**config.mk**
```make
export PLATFORM = sky130hd
export DESIGN_NAME = sdcm_block_reader
export DESIGN_NICKNAME = d
export VERILOG_FILES = /design/src/rtl/sdcm_block_reader.sv
export SDC_FILE = /design/constraint.sdc
export NUM_CORES = 1
export LEC_CHECK = 0
export CORE_AREA = 3 3 96 98
export CTS_BUF_LIST = sky130_fd_sc_hd__clkbuf_8 sky130_fd_sc_hd__clkbuf_16
export DETAILED_ROUTE_END_ITERATION = 8
export DIE_AREA = 0 0 99 101
export PLACE_DENSITY = 0.83
export SYNTH_ARGS = -nofsm -noshare
export SYNTH_HDL_FRONTEND = slang
export SYNTH_SLANG_ARGS = --single-unit
```
**constraint.sdc**
```tcl
create_clock -name clk_i -period 6.3 [get_ports clk_i]
set_clock_uncertainty 0.2 [all_clocks]
set_input_delay 0.945 -clock clk_i [delete_from_list [all_inputs] [get_ports clk_i]]
set_output_delay 0.945 -clock clk_i [all_outputs]
set_load 0.01 [all_outputs]
```
**src/rtl/sdcm_block_reader.sv**
```systemverilog
`timescale 1ns/1ps
`default_nettype none
// sdcm_block_reader: drives the SD-card port register bus to fetch one block
// and streams it out as a valid/ready byte stream.
module sdcm_block_reader #(
  parameter int BLOCK_BYTES = 512,
  parameter int SETTLE_CYC  = 4,
  parameter int TO_W        = 24
) (
  input  logic        clk_i,
  input  logic        rst_ni,
  input  logic        start_i,
  input  logic [31:0] block_addr_i,
  output logic        busy_o,
  output logic        done_o,
  output logic        error_o,
  output logic [1:0]  err_code_o,
  output logic [7:0]  out_data_o,
  output logic        out_valid_o,
  input  logic        out_ready_i,
  output logic        out_last_o,
  output logic        port_en_o,
  output logic        port_addr_o,
  output logic        port_wr_o,
  output logic [7:0]  port_wdata_o,
  input  logic [7:0]  port_rdata_i
);

  localparam logic [3:0] IDLE     = 4'd0;
  localparam logic [3:0] W_SETUP  = 4'd1;
  localparam logic [3:0] W_STROBE = 4'd2;
  localparam logic [3:0] W_HOLD   = 4'd3;
  localparam logic [3:0] SETTLE   = 4'd4;
  localparam logic [3:0] POLL     = 4'd5;
  localparam logic [3:0] READ     = 4'd6;
  localparam logic [3:0] PUSH     = 4'd7;
  localparam logic [3:0] FIN      = 4'd8;
  localparam logic [3:0] ABORT    = 4'd9;

  localparam int         CNT_W     = 10;
  localparam int         SET_W     = $clog2(SETTLE_CYC + 1);
  localparam logic [CNT_W-1:0] LAST_BYTE  = CNT_W'(BLOCK_BYTES - 1);
  localparam logic [SET_W-1:0] SETTLE_LD  = SET_W'(SETTLE_CYC - 1);

  logic [3:0]       state_q,  state_d;
  logic [2:0]       widx_q,   widx_d;
  logic [31:0]      addr_q,   addr_d;
  logic [7:0]       wdata_q,  wdata_d;
  logic [SET_W-1:0] settle_q, settle_d;
  logic [TO_W-1:0]  to_q,     to_d;
  logic [CNT_W-1:0] cnt_q,    cnt_d;
  logic [7:0]       data_q,   data_d;
  logic [1:0]       err_q,    err_d;

  logic [2:0] widx_nx;
  logic [7:0] wbyte_nx;

  assign widx_nx = widx_q + 3'd1;

  // Address-load write list: 0x01 is loaded on start, entries 1..4 are the
  // address bytes LSB first, entry 5 is the read-block command.
  always_comb begin
    case (widx_nx)
      3'd1:    wbyte_nx = addr_q[7:0];
      3'd2:    wbyte_nx = addr_q[15:8];
      3'd3:    wbyte_nx = addr_q[23:16];
      3'd4:    wbyte_nx = addr_q[31:24];
      default: wbyte_nx = 8'h02;
    endcase
  end

  always_comb begin
    state_d  = state_q;
    widx_d   = widx_q;
    addr_d   = addr_q;
    wdata_d  = wdata_q;
    settle_d = settle_q;
    to_d     = to_q;
    cnt_d    = cnt_q;
    data_d   = data_q;
    err_d    = err_q;
    case (state_q)
      IDLE: begin
        if (start_i) begin
          state_d = W_SETUP;
          addr_d  = block_addr_i;
          widx_d  = 3'd0;
          wdata_d = 8'h01;
          cnt_d   = '0;
          err_d   = 2'b00;
        end
      end
      W_SETUP:  state_d = W_STROBE;
      W_STROBE: state_d = W_HOLD;
      W_HOLD: begin
        if (widx_q == 3'd5) begin
          state_d  = SETTLE;
          settle_d = SETTLE_LD;
          to_d     = '0;
        end else begin
          state_d = W_SETUP;
          widx_d  = widx_nx;
          wdata_d = wbyte_nx;
        end
      end
      SETTLE: begin
        if (settle_q == '0) state_d = POLL;
        else                settle_d = settle_q - 1'b1;
      end
      POLL: begin
        if (port_rdata_i[1]) begin
          state_d = ABORT;
          err_d   = 2'b01;
        end else if (port_rdata_i[0]) begin
          state_d = READ;
        end else begin
          to_d = to_q + 1'b1;
          if (&to_d) begin
            state_d = ABORT;
            err_d   = 2'b10;
          end
        end
      end
      READ: begin
        data_d  = port_rdata_i;
        state_d = PUSH;
      end
      PUSH: begin
        if (out_ready_i) begin
          cnt_d = cnt_q + 1'b1;
          if (cnt_q == LAST_BYTE) begin
            state_d = FIN;
          end else begin
            // Next-byte command reuses the final write slot so W_HOLD exits to SETTLE.
            state_d = W_SETUP;
            widx_d  = 3'd5;
            wdata_d = 8'h04;
          end
        end
      end
      FIN:     state_d = IDLE;
      ABORT:   state_d = IDLE;
      default: state_d = IDLE;
    endcase
  end

  always_ff @(posedge clk_i or negedge rst_ni) begin
    if (!rst_ni) begin
      state_q  <= IDLE;
      widx_q   <= '0;
      addr_q   <= '0;
      wdata_q  <= '0;
      settle_q <= '0;
      to_q     <= '0;
      cnt_q    <= '0;
      data_q   <= '0;
      err_q    <= '0;
    end else begin
      state_q  <= state_d;
      widx_q   <= widx_d;
      addr_q   <= addr_d;
      wdata_q  <= wdata_d;
      settle_q <= settle_d;
      to_q     <= to_d;
      cnt_q    <= cnt_d;
      data_q   <= data_d;
      err_q    <= err_d;
    end
  end

  assign busy_o       = (state_q != IDLE);
  assign port_en_o    = (state_q != IDLE);
  assign done_o       = (state_q == FIN);
  assign error_o      = (state_q == ABORT);
  assign port_wr_o    = (state_q == W_STROBE);
  assign port_addr_o  = (state_q == READ);
  assign out_valid_o  = (state_q == PUSH);
  assign out_last_o   = (state_q == PUSH) && (cnt_q == LAST_BYTE);
  assign out_data_o   = data_q;
  assign port_wdata_o = wdata_q;
  assign err_code_o   = err_q;

endmodule
`default_nettype wire

```
==> flow_metrics.tcl <==
set metrics [dict create \
    fin_crit_sh_pct 63.6 \
    finalSetupViolCount 0 \
    grt_use_total_pct 23.0 \
    globalRoute.totalOverflow 0 \
    path_max_fanout 9 \
    finalWeightedCongestion 0.854 \
    finalHoldViolCount 0 \
    grt_pass1_wl_mm 18.7 \
    rows 34 \
    cts_max_level 3 \
    cp_cell_sequence "nand2b_1, nor2_1, nand2_1, nor3b_1, clkdlybuf4s50_1" \
    wl_met2_mm 5.48 \
    die_y_um 101 \
    rsz0062_at_grt "false" \
    ys_types 64 \
    hold_class "input port to async pin" \
    final_nets 656 \
    ctsHoldBuffers 0 \
    vias_per_cell 5.86 \
    arrival_ns 2.86 \
    max_slew_margin_pct 23.3 \
    startpoint_type "flop" \
    io_buffers 69 \
    drc 0 \
    r2r-end "port_wdata_o[6]" \
    ant_nets 0 \
    grt_pass1_vias 3952 \
    grt_max_degree 71 \
    antennaDiodeCount 0 \
    syn_area_mm2 0.00492 \
    drt_iter0_drc 239 \
    syn_avg_cell_area_um2 8.97 \
    rrSetupSlack_ns 3.08 \
    area.growth.synth_to_final_pct 18.2 \
    ys_top_cells_by_area "dfrtp_1 (48%), nand2_1 (10%), o21ai_0 (4.7%)" \
    dieArea_mm2 0.0100 \
    p_per_area_mw_per_mm2 352 \
    synth_top_area_cell "dfrtp_1" \
    power_mw 2.04 \
    synth_ff_type "dfrtp_1" \
    antenna_found_initial 0 \
    status "complete, no violations" \
    cts.clk_slew.worst_paths_ns 0.09 \
    synth_edf_count 0 \
    wl_met3_um 661 \
    rr_startpoint "state_q[3]" \
    cap_viol_max_count 0 \
    dpl_worst_slack_ns 2.64 \
    ios 70 \
    wl_mm 11.1 \
    hpwlAfterDp_mm 7.81 \
    clock_sinks 94 \
    dr.max_layer_used "met4" \
    yosysSeqAreaShare_pct 47.8 \
    core-area_mm2 0.00855 \
    root_buffer "clkbuf_8" \
    dr.pass1.iters 4 \
    synth_nets 602 \
    ys_ff_latch 94 \
    cts_made_buffers 9 \
    die_width_um 99 \
    wl_per_cell_um 15.5 \
    worst-path-stages 5 \
    post_cts_buffers 0 \
    clk_path_buf_depth 2 \
    path_delay_family "simple AND/OR/NAND/NOR gates" \
    p_leak_nw 2.58 \
    wirelength_met1_mm 4.82 \
    initial_core_util_pct 57.5 \
    worstSkewPairLatency_ns 0.36 \
    fin_crit_ns 4.01 \
    max_stage_delay_ns 0.64 \
    cts_tree "built" \
    startpoint "state_q[3]" \
    cp-end-kind "output pin" \
    worst_pin_slew_ns 1.15 \
    drive_gt1_share_pct 9.06 \
    finalWorstSetupSlack_ns 2.29 \
    fin_tns_setup_ns 0 \
    ys_warn_count 0 \
    required_ns 5.15 \
    drv_slew 0 \
    synth_cells 548 \
    cp_slowest_cell "clkdlybuf4s50_1" \
    synthArstFlopShare_pct 100 \
    vias 4187 \
    worstRegToRegCells 5 \
    max_freq_mhz 249 \
    ir_drop_uv 226 \
    crit_buf_inv 1 \
    ctsResizeCount 0 \
    setup.worst_path.class "flop to output pin" \
    cp-endpoint "out_last_o" \
    synth_top_area_share_pct 47.8 \
]
[layout by cell type (no fill, tap or decap), types with 7 or more instances in the layout]
| cell | n |
|---|---|
| a31oi_1 | 10 |
| nand2_1 | 134 |
| nand4_1 | 13 |
| nor3_1 | 12 |
| nand3_1 | 13 |
| xnor2_1 | 7 |
| clkdlybuf4s50_1 | 68 |
| o21ai_0 | 46 |
| ha_1 | 10 |
| dfrtp_1 | 94 |
| a21oi_1 | 27 |
| xor2_1 | 7 |
| clkbuf_8 | 11 |
| nor2_1 | 35 |
| mux2_2 | 13 |
| inv_1 | 13 |
| a22oi_1 | 15 |
[synth_stat cells (2+ instances only)]
library cell and number:
inv_1 13, xnor2_1 7, o31ai_1 2, o21a_1 5
buf_2 4, nor2b_1 2, nand4_1 13, or2_2 2
o32a_1 2, a31o_2 3, dfrtp_1 94, nor3b_1 2
nand3_1 13, a31oi_1 10, mux2_2 13, o21ai_0 46
nand2b_1 3, a21oi_1 27, ha_1 10, nor4_2 2
nor2_1 35, nor4_1 2, nor3_1 12, nand2_1 134
and3_2 2, buf_4 4, xor2_1 7, and2_1 5
or4_1 2, clkbuf_1 20, a22oi_1 15, and3_1 5
[registers in the layout, indices dropped and copies added, names as in the netlist]
register      cells
widx_q            3
out_data_o        8
addr_q           32
cnt_q            10
state_q           4
to_q             24
settle_q          3
port_wdata_o      8
err_code_o        2
[report_power, final]
part | internal, mW | leakage, nW | switching, mW | total, mW
sequential | 0.782 | 1.23 | 0.131 | 0.913
combinational | 0.349 | 1.27 | 0.406 | 0.755
clock | 0.164 | 0.0913 | 0.211 | 0.376
total | 1.29 | 2.58 | 0.749 | 2.04
[cell type report]
class,instances,area [um2]
clock buffer,11,151
clock inverter,5,33.8
fill,647,2740
inverter,13,48.8
multi-input combinational,411,2370
sequential,94,2350
tap,108,135
timing repair buffer,73,718
[worst min path at each step]
stage / slack (ns) / start / to
floorplan: 0.24 / settle_q[0] / settle_q[0]
global placement: 0.26 / settle_q[0] / settle_q[0]
detailed placement: 0.26 / addr_q[9] / addr_q[9]
CTS: 0.27 / rst_ni / to_q[13]
global route: 0.28 / rst_ni / to_q[13]
finish: 0.26 / rst_ni / to_q[13]
[logic make-up (layout without fill, tap and decap cells)]
group,after synthesis,count (layout),share of synthesized area (%)
AO/OA/AOI/OAI,126,126,16.1
flip-flops,94,94,47.8
AND/OR/NAND/NOR,247,247,23.9
multiplexers,14,14,3.28
XOR/XNOR,14,14,2.49
adder cells (fa/ha/maj),10,10,2.54
buffers and inverters,43,102,3.87
[layer usage]
layer | vias to the layer above | global-route usage [%]
met2 | 146 | 38.1
met3 | 12 | 4.08
met4 | 0 | 6.30
met5 | - | 0
li1 | 2009 | -
met1 | 2020 | 31.2
[through the flow]
stage | cells | instance area (um2) | utilization [%] | hold slack, ns
after floorplan | 548 | 4920 | - | 0.245
after global placement | 699 | 5630 | 65.8 | 0.257
after detailed placement | 699 | 5630 | 65.8 | 0.263
after CTS | 715 | 5810 | 68.0 | 0.270
after global routing | 715 | 5810 | 68.0 | 0.276
final | 715 | 5810 | 68.0 | 0.264
Note: power is estimated with default switching activity, not from simulation.
